==> config.mk <==
export PLATFORM = sky130hd
export DESIGN_NAME = move_entry
export DESIGN_NICKNAME = d
export VERILOG_FILES = /design/src/rtl/move_entry_pkg.sv /design/src/rtl/move_entry_key_debounce.sv /design/src/rtl/move_entry.sv
export SDC_FILE = /design/constraint.sdc
export NUM_CORES = 1
export LEC_CHECK = 0
export ABC_CLOCK_PERIOD_IN_PS = 3200
export CAP_MARGIN = 20
export CORE_MARGIN = 2
export CORE_UTILIZATION = 70
export CTS_BUF_LIST = sky130_fd_sc_hd__clkbuf_2 sky130_fd_sc_hd__clkbuf_4 sky130_fd_sc_hd__clkbuf_8
export CTS_CLUSTER_DIAMETER = 40
export DETAILED_ROUTE_END_ITERATION = 10
export DONT_BUFFER_PORTS = 1
export PLACE_DENSITY = 0.9
export SYNTH_ARGS = -nofsm -noshare
export SYNTH_HDL_FRONTEND = slang
export SYNTH_SLANG_ARGS = --single-unit
export TNS_END_PERCENT = 30
==> constraint.sdc <==
create_clock -name clk -period 3.2 [get_ports clk]
set_input_delay 0.64 -clock clk [delete_from_list [all_inputs] [get_ports clk]]
set_output_delay 0.64 -clock clk [all_outputs]
set_load 0.01 [all_outputs]
==> src/rtl/move_entry_pkg.sv <==
`default_nettype none
// ============================================================================
// Module   : move_entry_pkg
// Purpose  : Shared game definitions for the move-entry keypad front end:
//            key-code constants, entry FSM state encodings and small
//            digit-decoding helpers.
// Ports    : none (package)
// Revision : 1.0 - initial release
// ============================================================================
package move_entry_pkg;

   typedef logic [3:0] key_code_t;

   // Command keys on the hex keypad
   localparam key_code_t KEY_A = 4'hA;   // board chosen, move on to cell
   localparam key_code_t KEY_C = 4'hC;   // cancel partial entry
   localparam key_code_t KEY_E = 4'hE;   // enter / commit move

   // Entry FSM state codes, also exported on entry_state for display
   typedef enum logic [1:0] {
      ST_IDLE   = 2'd0,
      ST_GOT_B  = 2'd1,
      ST_WAIT_C = 2'd2,
      ST_GOT_C  = 2'd3
   } entry_state_t;

   // Codes 1..9 are digits; 0 is deliberately not a digit
   function automatic logic is_digit(input key_code_t code);
      return (code >= 4'd1) && (code <= 4'd9);
   endfunction

   // Digits map to board/cell indices 0..8
   function automatic logic [3:0] digit_index(input key_code_t code);
      return code - 4'd1;
   endfunction

endpackage : move_entry_pkg
`default_nettype wire

==> src/rtl/move_entry_key_debounce.sv <==
`default_nettype none
// ============================================================================
// Module   : key_debounce
// Purpose  : Stability filter for the keypad scanner's last-pressed code.
//            A new code must stay unchanged for STABLE_TICKS cycles before
//            it is accepted; acceptance of a code different from the last
//            accepted one raises a single-cycle key_evt.
// Ports    : clk     - system clock, rising edge
//            rst_n   - asynchronous active-low reset
//            key     - raw key code from the scanner
//            acc     - last accepted key code
//            key_evt - one-cycle strobe, acc has just taken a new value
// Revision : 1.0 - initial release
// ============================================================================
module key_debounce
   import move_entry_pkg::*;
#(
   parameter int STABLE_TICKS = 2_000_000,
   parameter int CNT_BITS     = 21
) (
   input  logic       clk,
   input  logic       rst_n,
   input  logic [3:0] key,
   output logic [3:0] acc,
   output logic       key_evt
);

   localparam logic [CNT_BITS-1:0] c_STABLE = CNT_BITS'(STABLE_TICKS);
   localparam logic [CNT_BITS-1:0] c_ONE    = CNT_BITS'(1);

   key_code_t             r_key;
   key_code_t             r_cand;
   key_code_t             r_acc;
   logic [CNT_BITS-1:0]   r_cnt;
   logic                  r_evt;

   always_ff @(posedge clk or negedge rst_n) begin
      if (!rst_n) begin
         r_key  <= '0;
         r_cand <= '0;
         r_acc  <= '0;
         r_cnt  <= '0;
         r_evt  <= 1'b0;
      end else begin
         r_key <= key;
         r_evt <= 1'b0;

         // Any change restarts the stability window; the counter saturates
         if (r_key != r_cand) begin
            r_cand <= r_key;
            r_cnt  <= '0;
         end else if (r_cnt < c_STABLE) begin
            r_cnt <= r_cnt + c_ONE;
         end

         // acc catches up with cand in the same edge, so the event cannot
         // repeat until cand moves; settling back on acc gives no event
         if ((r_cnt == c_STABLE) && (r_cand != r_acc)) begin
            r_evt <= 1'b1;
            r_acc <= r_cand;
         end
      end
   end

   assign acc     = r_acc;
   assign key_evt = r_evt;

endmodule : key_debounce
`default_nettype wire

==> src/rtl/move_entry.sv <==
`default_nettype none
// ============================================================================
// Module   : move_entry
// Purpose  : Keypad move entry for the board game. Debounced key events
//            drive a four-state FSM: board digit, A, cell digit, E commits.
//            C cancels from any state; anything else flags key_err.
// Ports    : clk         - 100 MHz system clock, rising edge
//            rst_n       - asynchronous active-low reset
//            key         - last-pressed key code from the scanner
//            move_valid  - one-cycle strobe, a move was committed
//            move_board  - committed sub-board index 0..8 (held)
//            move_cell   - committed cell index 0..8 (held)
//            entry_state - current FSM state code
//            key_err     - one-cycle strobe, illegal key for this state
// Revision : 1.0 - initial release
// ============================================================================
module move_entry
   import move_entry_pkg::*;
#(
   parameter int STABLE_TICKS = 2_000_000,
   parameter int CNT_BITS     = 21
) (
   input  logic       clk,
   input  logic       rst_n,
   input  logic [3:0] key,
   output logic       move_valid,
   output logic [3:0] move_board,
   output logic [3:0] move_cell,
   output logic [1:0] entry_state,
   output logic       key_err
);

   key_code_t    w_acc;
   logic         w_key_evt;

   entry_state_t r_state;
   logic [3:0]   r_board;
   logic [3:0]   r_cell;
   logic         r_move_valid;
   logic [3:0]   r_move_board;
   logic [3:0]   r_move_cell;
   logic         r_key_err;

   key_debounce #(
      .STABLE_TICKS (STABLE_TICKS),
      .CNT_BITS     (CNT_BITS)
   ) u_debounce (
      .clk     (clk),
      .rst_n   (rst_n),
      .key     (key),
      .acc     (w_acc),
      .key_evt (w_key_evt)
   );

   // acc already holds the new code in the cycle key_evt is high
   always_ff @(posedge clk or negedge rst_n) begin
      if (!rst_n) begin
         r_state      <= ST_IDLE;
         r_board      <= '0;
         r_cell       <= '0;
         r_move_valid <= 1'b0;
         r_move_board <= '0;
         r_move_cell  <= '0;
         r_key_err    <= 1'b0;
      end else begin
         r_move_valid <= 1'b0;
         r_key_err    <= 1'b0;

         if (w_key_evt) begin
            if (w_acc == KEY_C) begin
               r_state <= ST_IDLE;
            end else begin
               case (r_state)
                  ST_IDLE: begin
                     if (is_digit(w_acc)) begin
                        r_board <= digit_index(w_acc);
                        r_state <= ST_GOT_B;
                     end else begin
                        r_key_err <= 1'b1;
                     end
                  end
                  ST_GOT_B: begin
                     if (is_digit(w_acc)) begin
                        r_board <= digit_index(w_acc);
                     end else if (w_acc == KEY_A) begin
                        r_state <= ST_WAIT_C;
                     end else begin
                        r_key_err <= 1'b1;
                     end
                  end
                  ST_WAIT_C: begin
                     if (is_digit(w_acc)) begin
                        r_cell  <= digit_index(w_acc);
                        r_state <= ST_GOT_C;
                     end else begin
                        r_key_err <= 1'b1;
                     end
                  end
                  ST_GOT_C: begin
                     if (is_digit(w_acc)) begin
                        r_cell <= digit_index(w_acc);
                     end else if (w_acc == KEY_E) begin
                        r_move_valid <= 1'b1;
                        r_move_board <= r_board;
                        r_move_cell  <= r_cell;
                        r_state      <= ST_IDLE;
                     end else begin
                        r_key_err <= 1'b1;
                     end
                  end
                  default: r_state <= ST_IDLE;
               endcase
            end
         end
      end
   end

   assign move_valid  = r_move_valid;
   assign move_board  = r_move_board;
   assign move_cell   = r_move_cell;
   assign entry_state = r_state;
   assign key_err     = r_key_err;

endmodule : move_entry
`default_nettype wire

==> results.sh, run 1 <==
export IMPL_pin_count=18
export IMPL_timing_rr_start="u_debounce.acc[0]$_DFFE_PN0P_"
export IMPL_peakVddDrop_v=0.000269
export IMPL_clock_latency_ns=0.30
export IMPL_power_internal_mw=0.849
export IMPL_finalHoldWorstSlack_ns=0.0202
export IMPL_grt_pass1_wl_um=7560
export IMPL_synth_edf_count=0
export IMPL_power_switching_mw=0.229
export IMPL_syn_area_sq_um=2690
export IMPL_clockRootBuffer="clkbuf_8"
export IMPL_setup_viol=0
export IMPL_fin_nets=260
export IMPL_ant_nets=0
export IMPL_clkTransAtPathRegs_ns=0.09
export IMPL_rsz0062_at_grt="no"
export IMPL_drive_above_1_share_pct=10.7
export IMPL_yosysTopAreaCell="dfrtp_1"
export IMPL_fin_crit_sh_pct=64.0
export IMPL_drt_total_wl_um=4850
export IMPL_status="complete, no violations"
export IMPL_hold_class="in -> async"
export IMPL_syn_inst=247
export IMPL_powerDensity_nw_per_um2=386
export IMPL_cp_required_ns=3.39
export IMPL_tightest_slew_ns=0.855
export IMPL_finalMaxSlewViolations=0
export IMPL_yosysWarnings=0
export IMPL_dieArea_sq_um=4360
export IMPL_grt_max_degree=55
export IMPL_clkPwrFrac_pct=33.3
export IMPL_viasPerCell=6.08
export IMPL_synth_area_top_cells="dfrtp_1 (50%), xor2_1 (5.9%), ha_1 (5.1%)"
export IMPL_num_rows=22
export IMPL_synth_commonest_cells="dfrtp_1 (54), nor2_1 (32), xor2_1 (18)"
export IMPL_worstPathArrival_ns=2.24
export IMPL_fmax_mhz=488
export IMPL_drt_iter0_markers=106
export IMPL_comb_power_share_pct=2.3
export IMPL_synth_top_area_share_pct=50.2
export IMPL_critPathKind="reg -> reg"
export IMPL_start_util_pct=73.0
export IMPL_place_ws_ns=1.27
export IMPL_cts_inserted_buffers=5
export IMPL_leakage_nw=1.22
export IMPL_route_vias_total=1769
export IMPL_antenna_cells=0
export IMPL_synth_seq_cells=54
export IMPL_synthArstFlopShare_pct=100
export IMPL_tritoncts="yes"
export IMPL_finalSetupTns_ns=0
export IMPL_syn_avg_cell_area_sq_um=10.9
export IMPL_grt_pass1_vias=1654
export IMPL_layout_setup_ws_ns=1.15
export IMPL_max_cap_violations=0
export IMPL_port_buffer_count=0
export IMPL_yosysUniqueCellTypes=40
export IMPL_dp_hpwl_um=3410
export IMPL_synth_flop_cell="dfrtp_1"
export IMPL_pwr_share_seq_pct=64.4
export IMPL_period_needed_ns=2.05
export IMPL_ff2ff_path_depth=6
export IMPL_drc=0
export IMPL_startpoint_type="register"
export IMPL_cts_buffer_depth=2
export IMPL_reg2reg_to="r_board[2]$_DFFE_PN0P_"
export IMPL_syn_num_nets=264
export IMPL_path_max_fanout=7
export IMPL_end_kind="register"
export IMPL_worst_slew_margin_rel_pct=42.8
export IMPL_core_area_sq_um=3690
export IMPL_routabilityCongestion=0.872
export IMPL_reg2reg_slack_ns=1.15
export IMPL_ys_seq_area_share_pct=50.2
export IMPL_fillers=242
export IMPL_die_x_um=66.0
export IMPL_antenna_found_initial=0
export IMPL_synth_most_common_cell="dfrtp_1"
export IMPL_clock_sinks=54
export IMPL_die_height_um=66.0
export IMPL_hold_viol_final=0
export IMPL_netSwitchingFraction_pct=21.3
export IMPL_firstDrtPassIters=4
export IMPL_postCtsResizedCells=0
export IMPL_htreeDepth=2
export IMPL_fin_skew_ns=0.00712
export IMPL_syn2layout_area_growth_pct=3.81
export IMPL_wl_per_cell_um=16.7
export IMPL_track_usage_pct=23.1
export IMPL_grt_overflow=0
## metal layers
layer / global-route usage (%) / wire length [um] / up-vias
li1: - / - / 853
met1: 27.6 / 2020 / 861
met2: 41.3 / 2560 / 45
met3: 5.11 / 177 / 10
met4: 7.40 / 99 / 0
met5: 0 / 0 / -
## cell type report
| cell class | instances | area [sq um] | share of cell area (%) |
|---|---|---|---|
| inverters | 7 | 26.3 | 0.940 |
| well taps | 48 | 60.1 | 2.15 |
| clock inverters | 2 | 13.8 | 0.492 |
| multi-input cells | 173 | 1250 | 44.6 |
| clock buffers | 5 | 68.8 | 2.46 |
| repair buffers | 2 | 30.0 | 1.07 |
| flip-flops and latches | 54 | 1350 | 48.3 |
## kinds of logic (layout without fill, tap and decap cells)
| kind of cell | after synthesis | in the layout | share of synthesized area [%] |
|---|---|---|---|
| fa+ha+maj | 11 | 11 | 5.11 |
| simple gates | 95 | 95 | 19.2 |
| mux | 15 | 15 | 6.22 |
| flops | 54 | 54 | 50.2 |
| buf+inv | 20 | 16 | 3.58 |
| xor+xnor | 29 | 29 | 9.43 |
| compound gates | 23 | 23 | 6.32 |
## critical path, stage by stage, from the launching register on
cell and delay [ns]:
dfrtp_1 0.50, inv_1 0.14, ha_1 0.28, nor4b_2 0.20, a21oi_2 0.22, o211ai_2 0.21, mux2_1 0.37
## power groups by stage
stage / registers, mW / clock network (mW) / logic [mW]
finish: 0.694 / 0.359 / 0.0251
global route: 0.695 / 0.400 / 0.0283
CTS: 0.694 / 0.369 / 0.0145
detailed placement: 0.708 / 0 / 0.0144
global placement: 0.707 / 0 / 0.0133
floorplan: 0.705 / 0 / 0.0146
## repair_timing
item	4_1_cts	5_1_grt
hold buffers	0	2
endpoints found under the hold margin	0	24
buffers inserted	0	0
## state kept, by name (all words and copies together) (netlist names)
signal and cells:
entry_state 2, u_debounce.key_evt 1, move_board 4, u_debounce.r_cand 4
u_debounce.acc 4, r_cell 4, u_debounce.r_key 4, r_board 4
u_debounce.r_cnt 21, key_err 1, move_cell 4, move_valid 1
## worst max-delay path by stage
| stage | from | endpoint | slack, ns | depth (start not counted) |
|---|---|---|---|---|
| floorplan | u_debounce.r_cnt[0]$_DFFE_PN0P_ | u_debounce.acc[0]$_DFFE_PN0P_ | 1.41 | 8 |
| finish | u_debounce.acc[0]$_DFFE_PN0P_ | r_board[2]$_DFFE_PN0P_ | 1.15 | 6 |
| detailed placement | u_debounce.acc[0]$_DFFE_PN0P_ | r_cell[2]$_DFFE_PN0P_ | 1.27 | 6 |
| CTS | u_debounce.acc[0]$_DFFE_PN0P_ | r_cell[2]$_DFFE_PN0P_ | 1.26 | 6 |
| global route | u_debounce.acc[0]$_DFFE_PN0P_ | entry_state[0]$_DFFE_PN0P_ | 1.03 | 7 |
| global placement | u_debounce.acc[0]$_DFFE_PN0P_ | r_cell[2]$_DFFE_PN0P_ | 1.33 | 6 |
## per-stage QoR
stage | utilization, % | cell area [sq um] | cells | power [mW]
4_1_cts | 75.0 | 2770 | 289 | 1.08
5_1_grt | 75.8 | 2800 | 291 | 1.12
6_report | 75.8 | 2800 | 291 | 1.08
3_3_place_gp | 72.8 | 2680 | 282 | 0.721
2_1_floorplan | - | 2690 | 247 | 0.720
3_5_place_dp | 72.8 | 2680 | 282 | 0.722
## cells in the final DEF (no fill, tap or decap), drive strengths merged, types with 6 or more instances in the layout
master / instances
nor2: 32
inv: 8
nand3: 11
xor2: 18
mux2: 14
nand4: 18
nor4: 6
o21ai: 6
xnor2: 11
dfrtp: 54
nand2: 14
ha: 11
Note: power is estimated with default switching activity, not from simulation.
==> run 2, diff against run 1 <==
ABC_CLOCK_PERIOD_IN_PS = 2100   (was 3200)
CORE_UTILIZATION = 65   (was 70)
PLACE_DENSITY = 0.85   (was 0.9)
clock period = 2.1 ns   (was 3.2 ns; I/O delays follow)
==> results.sh, run 2 (same netlist as run 1, synthesis figures left out) <==
export IMPL_peakVddDrop_v=0.000508
export IMPL_hold_viol_final=0
export IMPL_cp_required_ns=2.29
export IMPL_route_top_layer_used="met4"
export IMPL_clkTransAtPathRegs_ns=0.09
export IMPL_finalMaxSlewViolations=0
export IMPL_critPathKind="reg -> reg"
export IMPL_start_util_pct=67.3
export IMPL_path_max_fanout=5
export IMPL_firstDrtPassIters=4
export IMPL_rsz0062_at_grt="no"
export IMPL_drive_above_1_share_pct=12.6
export IMPL_met1Wirelength_um=2090
export IMPL_htreeDepth=2
export IMPL_pin_count=18
export IMPL_clock_latency_ns=0.31
export IMPL_antenna_found_initial=0
export IMPL_layout_setup_ws_ns=0.191
export IMPL_grt_max_degree=55
export IMPL_finalSetupTns_ns=0
export IMPL_hold_class="in -> reg"
export IMPL_period_needed_ns=1.91
export IMPL_worst_slew_margin_rel_pct=72.1
export IMPL_ant_nets=0
export IMPL_drt_total_wl_um=4750
export IMPL_crit_chain="inv_1, ha_1, nor4_1, and3_1, o22ai_2, nor4b_1, a211oi_1"
export IMPL_die_x_um=68.4
export IMPL_drc=0
export IMPL_dieArea_sq_um=4680
export IMPL_setup_viol=0
export IMPL_grt_overflow=0
export IMPL_end_kind="register"
export IMPL_place_ws_ns=0.174
export IMPL_viasPerCell=6.04
export IMPL_cts_inserted_buffers=5
export IMPL_route_vias_total=1793
export IMPL_fmax_mhz=524
export IMPL_leakage_nw=1.24
export IMPL_wl_met3_um=276
export IMPL_startpoint_type="register"
export IMPL_port_buffer_count=0
export IMPL_tritoncts="yes"
export IMPL_grt_pass1_vias=1779
export IMPL_clockRootBuffer="clkbuf_8"
export IMPL_mostFrequentLayoutCell="dfrtp_1"
export IMPL_syn2layout_area_growth_pct=5.67
export IMPL_drt_iter0_markers=94
export IMPL_core_area_sq_um=4000
export IMPL_dp_hpwl_um=3230
export IMPL_status="complete, no violations"
export IMPL_antenna_cells=0
export IMPL_max_cap_violations=0
export IMPL_grt_pass1_wl_um=7920
export IMPL_worstPathArrival_ns=2.10
export IMPL_crit_buf_inv=1
export IMPL_post_cts_setup_buffers=0
export IMPL_crit_family="simple AND/OR/NAND/NOR gates"
export IMPL_fin_nets=263
export IMPL_routabilityCongestion=0.846
export IMPL_clock_sinks=54
export IMPL_tightest_slew_ns=0.417
export IMPL_fin_skew_ns=0.00512
export IMPL_layout_common_cells="dfrtp_1 (53), nor2_1 (32), xor2_1 (18)"
export IMPL_track_usage_pct=23.2
export IMPL_largest_register_ffs=21
export IMPL_fin_crit_sh_pct=90.9
export IMPL_top_register="u_debounce.r_cnt"
export IMPL_powerDensity_nw_per_um2=605
export IMPL_dr_wl_met2_um=2340
export IMPL_cpPeakStageDelay_ns=0.45
export IMPL_crit_slowest_cell="dfrtp_1"
export IMPL_wl_per_cell_um=16.0
export IMPL_cts_buffer_depth=2
export IMPL_num_rows=23
export IMPL_die_height_um=68.4
run 2: cell count changes in the layout (fill, tap and decap cells not counted):
| cell | before | now |
|---|---|---|
| buf_12 | 1 | 0 |
| buf_16 | 0 | 1 |
| clkinv_2 | 1 | 0 |
| dfrtp_1 | 54 | 53 |
| clkbuf_8 | 5 | 6 |
| clkinvlp_4 | 0 | 1 |
| dfrtp_2 | 0 | 1 |
| buf_4 | 0 | 3 |
run 2: layout make-up:
cell class                 instances  area, sq um
sequential                        54         1350
clock buffer                       6         82.6
fill                             277         1150
clock inverter                     2         16.3
inverter                           7         26.3
multi-input combinational        173         1250
timing repair buffer               5         60.1
tap                               50         62.6
run 2: stage by stage:
stage	power [mW]	cells	hold WS [ns]	area, sq um	utilization [%]
final	1.72	297	0.131	2850	71.2
after global routing	1.79	297	0.109	2850	71.2
after CTS	1.74	297	0.120	2850	71.1
after detailed placement	1.10	287	0.127	2710	67.7
after global placement	1.10	287	0.127	2710	67.7
after floorplan	1.10	247	0.124	2690	-
run 2: final timing paths:
kind / cells past startpoint / slack (ns) / to / start
min in group asynchronous: 2 / 0.63 / u_debounce.r_cnt[10]$_DFFE_PN0P_ / rst_n
worst max-delay path: 7 / 0.19 / entry_state[0]$_DFFE_PN0P_ / u_debounce.acc[1]$_DFFE_PN0P_
worst max register to register: 7 / 0.19 / entry_state[0]$_DFFE_PN0P_ / u_debounce.acc[1]$_DFFE_PN0P_
worst min register to register: 0 / 0.40 / u_debounce.r_cand[2]$_DFFE_PN0N_ / u_debounce.r_key[2]$_DFF_PN0_
worst min-delay path: 0 / 0.13 / u_debounce.r_key[0]$_DFF_PN0_ / key[0]
max in group asynchronous: 2 / 1.22 / u_debounce.acc[0]$_DFFE_PN0P_ / rst_n
run 2: metal layers:
layer,track usage [%],vias to the layer above
li1,-,861
met4,7.75,0
met5,0,-
met3,6.74,6
met1,29.7,868
met2,37.7,58
run 2: where the power goes:
group,switching (mW),internal [mW],leakage [nW]
Clock,0.343,0.272,0.0478
Sequential,0.00740,1.05,0.734
Combinational,0.0341,0.0191,0.454
Total,0.384,1.34,1.24
run 2: worst reg2reg max path, delay by kind of cell, from the launching register on:
family / cells / cell delay, ns
buffers and inverters: 1 / 0.11
AOI/OAI and AO/OA: 2 / 0.19
DFF: 1 / 0.45
and+or+nand+nor: 3 / 0.81
adders and majority gates: 1 / 0.23
run 2: timing repair:
action	in CTS	in global routing
endpoints found under the setup margin	0	1
hold buffers	2	0
hold endpoints to repair	54	0
resized for setup	0	1
==> run 3, diff against run 2 <==
PLACE_DENSITY = not set   (was 0.85)
PLACE_DENSITY_LB_ADDON = 0.3   (was not set)
==> results.sh, run 3 (same netlist as run 1, synthesis figures left out) <==
export IMPL_fmax_mhz=512
export IMPL_hold_buffers=2
export IMPL_tightest_slew_ns=0.390
export IMPL_finish_instance_area_sq_um=2850
export IMPL_route_vias_total=1776
export IMPL_grt_overflow=0
export IMPL_powerDensity_nw_per_um2=606
export IMPL_cts_inserted_buffers=5
export IMPL_path_max_fanout=7
export IMPL_viasPerCell=5.98
export IMPL_dp_hpwl_um=3150
export IMPL_drc=0
export IMPL_crit_chain="inv_1, ha_1, nor4b_2, a21oi_2, o22ai_2, nor4b_1, a211oi_1"
export IMPL_post_cts_setup_buffers=0
export IMPL_grt_max_degree=55
export IMPL_hold_class="in -> reg"
export IMPL_antenna_found_initial=0
export IMPL_fin_nets=263
export IMPL_cpPeakStageDelay_ns=0.47
export IMPL_worstPathArrival_ns=2.14
export IMPL_setup_viol=0
export IMPL_multiInputGateArea_sq_um=1250
export IMPL_clock_latency_ns=0.31
export IMPL_layout_common_cells="dfrtp_1 (54), nor2_1 (32), xor2_1 (18)"
export IMPL_clock_sinks=54
export IMPL_min_to="u_debounce.r_key[0]$_DFF_PN0_"
export IMPL_regArea_sq_um=1350
export IMPL_postCtsResizedCells=0
export IMPL_clkTransAtPathRegs_ns=0.10
export IMPL_grt_pass1_vias=1769
export IMPL_fin_skew_ns=0.00554
export IMPL_crit_slowest_cell="dfrtp_1"
export IMPL_worst_slew_margin_rel_pct=73.4
export IMPL_num_rows=23
export IMPL_clockRootBuffer="clkbuf_8"
export IMPL_end_kind="register"
export IMPL_die_height_um=68.4
export IMPL_drive_above_1_share_pct=12.1
export IMPL_finalMaxSlewViolations=0
export IMPL_grt_pass1_wl_um=7820
export IMPL_track_usage_pct=22.9
export IMPL_fin_crit_sh_pct=93.0
export IMPL_peakVddDrop_v=0.000504
export IMPL_drt_total_wl_um=4580
export IMPL_status="complete, no violations"
export IMPL_routabilityCongestion=0.824
export IMPL_startpoint_type="register"
export IMPL_start_util_pct=67.3
export IMPL_fillers=276
export IMPL_wl_per_cell_um=15.4
export IMPL_reg2reg_to="entry_state[0]$_DFFE_PN0P_"
export IMPL_dieArea_sq_um=4680
export IMPL_finalSetupTns_ns=0
export IMPL_htreeDepth=2
export IMPL_rsz0062_at_grt="no"
export IMPL_largest_register_ffs=21
export IMPL_cp_required_ns=2.29
export IMPL_critPathKind="reg -> reg"
export IMPL_firstDrtPassIters=4
export IMPL_ant_nets=0
export IMPL_die_x_um=68.4
export IMPL_core_area_sq_um=4000
export IMPL_tritoncts="yes"
export IMPL_cts_buffer_depth=2
export IMPL_hold_viol_final=0
export IMPL_port_buffer_count=0
export IMPL_mostFrequentLayoutCell="dfrtp_1"
export IMPL_pin_count=18
export IMPL_hold_start="key[0]"
export IMPL_dpl_cell_area_sq_um=2710
export IMPL_whs_path_depth=0
export IMPL_crit_buf_inv=1
export IMPL_syn2layout_area_growth_pct=5.62
export IMPL_reg2reg_slack_ns=0.15
export IMPL_drt_iter0_markers=112
export IMPL_crit_family="simple AND/OR/NAND/NOR gates"
export IMPL_ff2ff_path_depth=7
export IMPL_timing_rr_start="u_debounce.acc[0]$_DFFE_PN0P_"
export IMPL_leakage_nw=1.24
export IMPL_antenna_cells=0
export IMPL_max_cap_violations=0
export IMPL_top_register="u_debounce.r_cnt"
export IMPL_period_needed_ns=1.95
## run 3: cell counts in the layout (fill, tap and decap cells not counted)
No cell type changed its count.
## run 3: worst max path at each step
stage | to | startpoint | depth (start not counted)
detailed placement | entry_state[0]$_DFFE_PN0P_ | u_debounce.acc[0]$_DFFE_PN0P_ | 7
global placement | r_cell[2]$_DFFE_PN0P_ | u_debounce.acc[0]$_DFFE_PN0P_ | 6
global route | entry_state[0]$_DFFE_PN0P_ | u_debounce.acc[0]$_DFFE_PN0P_ | 7
finish | entry_state[0]$_DFFE_PN0P_ | u_debounce.acc[0]$_DFFE_PN0P_ | 7
CTS | entry_state[0]$_DFFE_PN0P_ | u_debounce.acc[0]$_DFFE_PN0P_ | 7
floorplan | u_debounce.acc[0]$_DFFE_PN0P_ | u_debounce.r_cnt[0]$_DFFE_PN0P_ | 8
## run 3: power by group
| group | switching, mW | internal, mW |
|---|---|---|
| sequential | 0.00765 | 1.05 |
| clock | 0.343 | 0.272 |
| combinational | 0.0332 | 0.0191 |
## run 3: area by class of cell
type | count | share of cell area (%)
inverter | 7 | 0.923
clock inverter | 2 | 0.572
multi-input combinational | 173 | 43.8
clock buffer | 6 | 2.90
timing repair buffer | 5 | 2.11
tap | 50 | 2.20
sequential | 54 | 47.5
## run 3: through the flow
stage	total power [mW]	utilization [%]	hold WS [ns]	instances	setup slack, ns
2_1_floorplan	1.10	-	0.124	247	0.311
3_3_place_gp	1.10	67.7	0.125	287	0.269
3_5_place_dp	1.10	67.7	0.126	287	0.206
4_1_cts	1.74	71.1	0.121	297	0.183
5_1_grt	1.80	71.1	0.112	297	0.0543
6_report	1.72	71.1	0.130	297	0.148
## run 3: per-layer routing
| layer | global-route usage [%] | share of wire [%] | vias to the layer above |
|---|---|---|---|
| li1 | - | - | 857 |
| met1 | 28.4 | 44 | 871 |
| met2 | 39.1 | 50 | 43 |
| met3 | 4.61 | 4.2 | 5 |
| met4 | 9.00 | 1.6 | 0 |
| met5 | 0 | 0 | - |
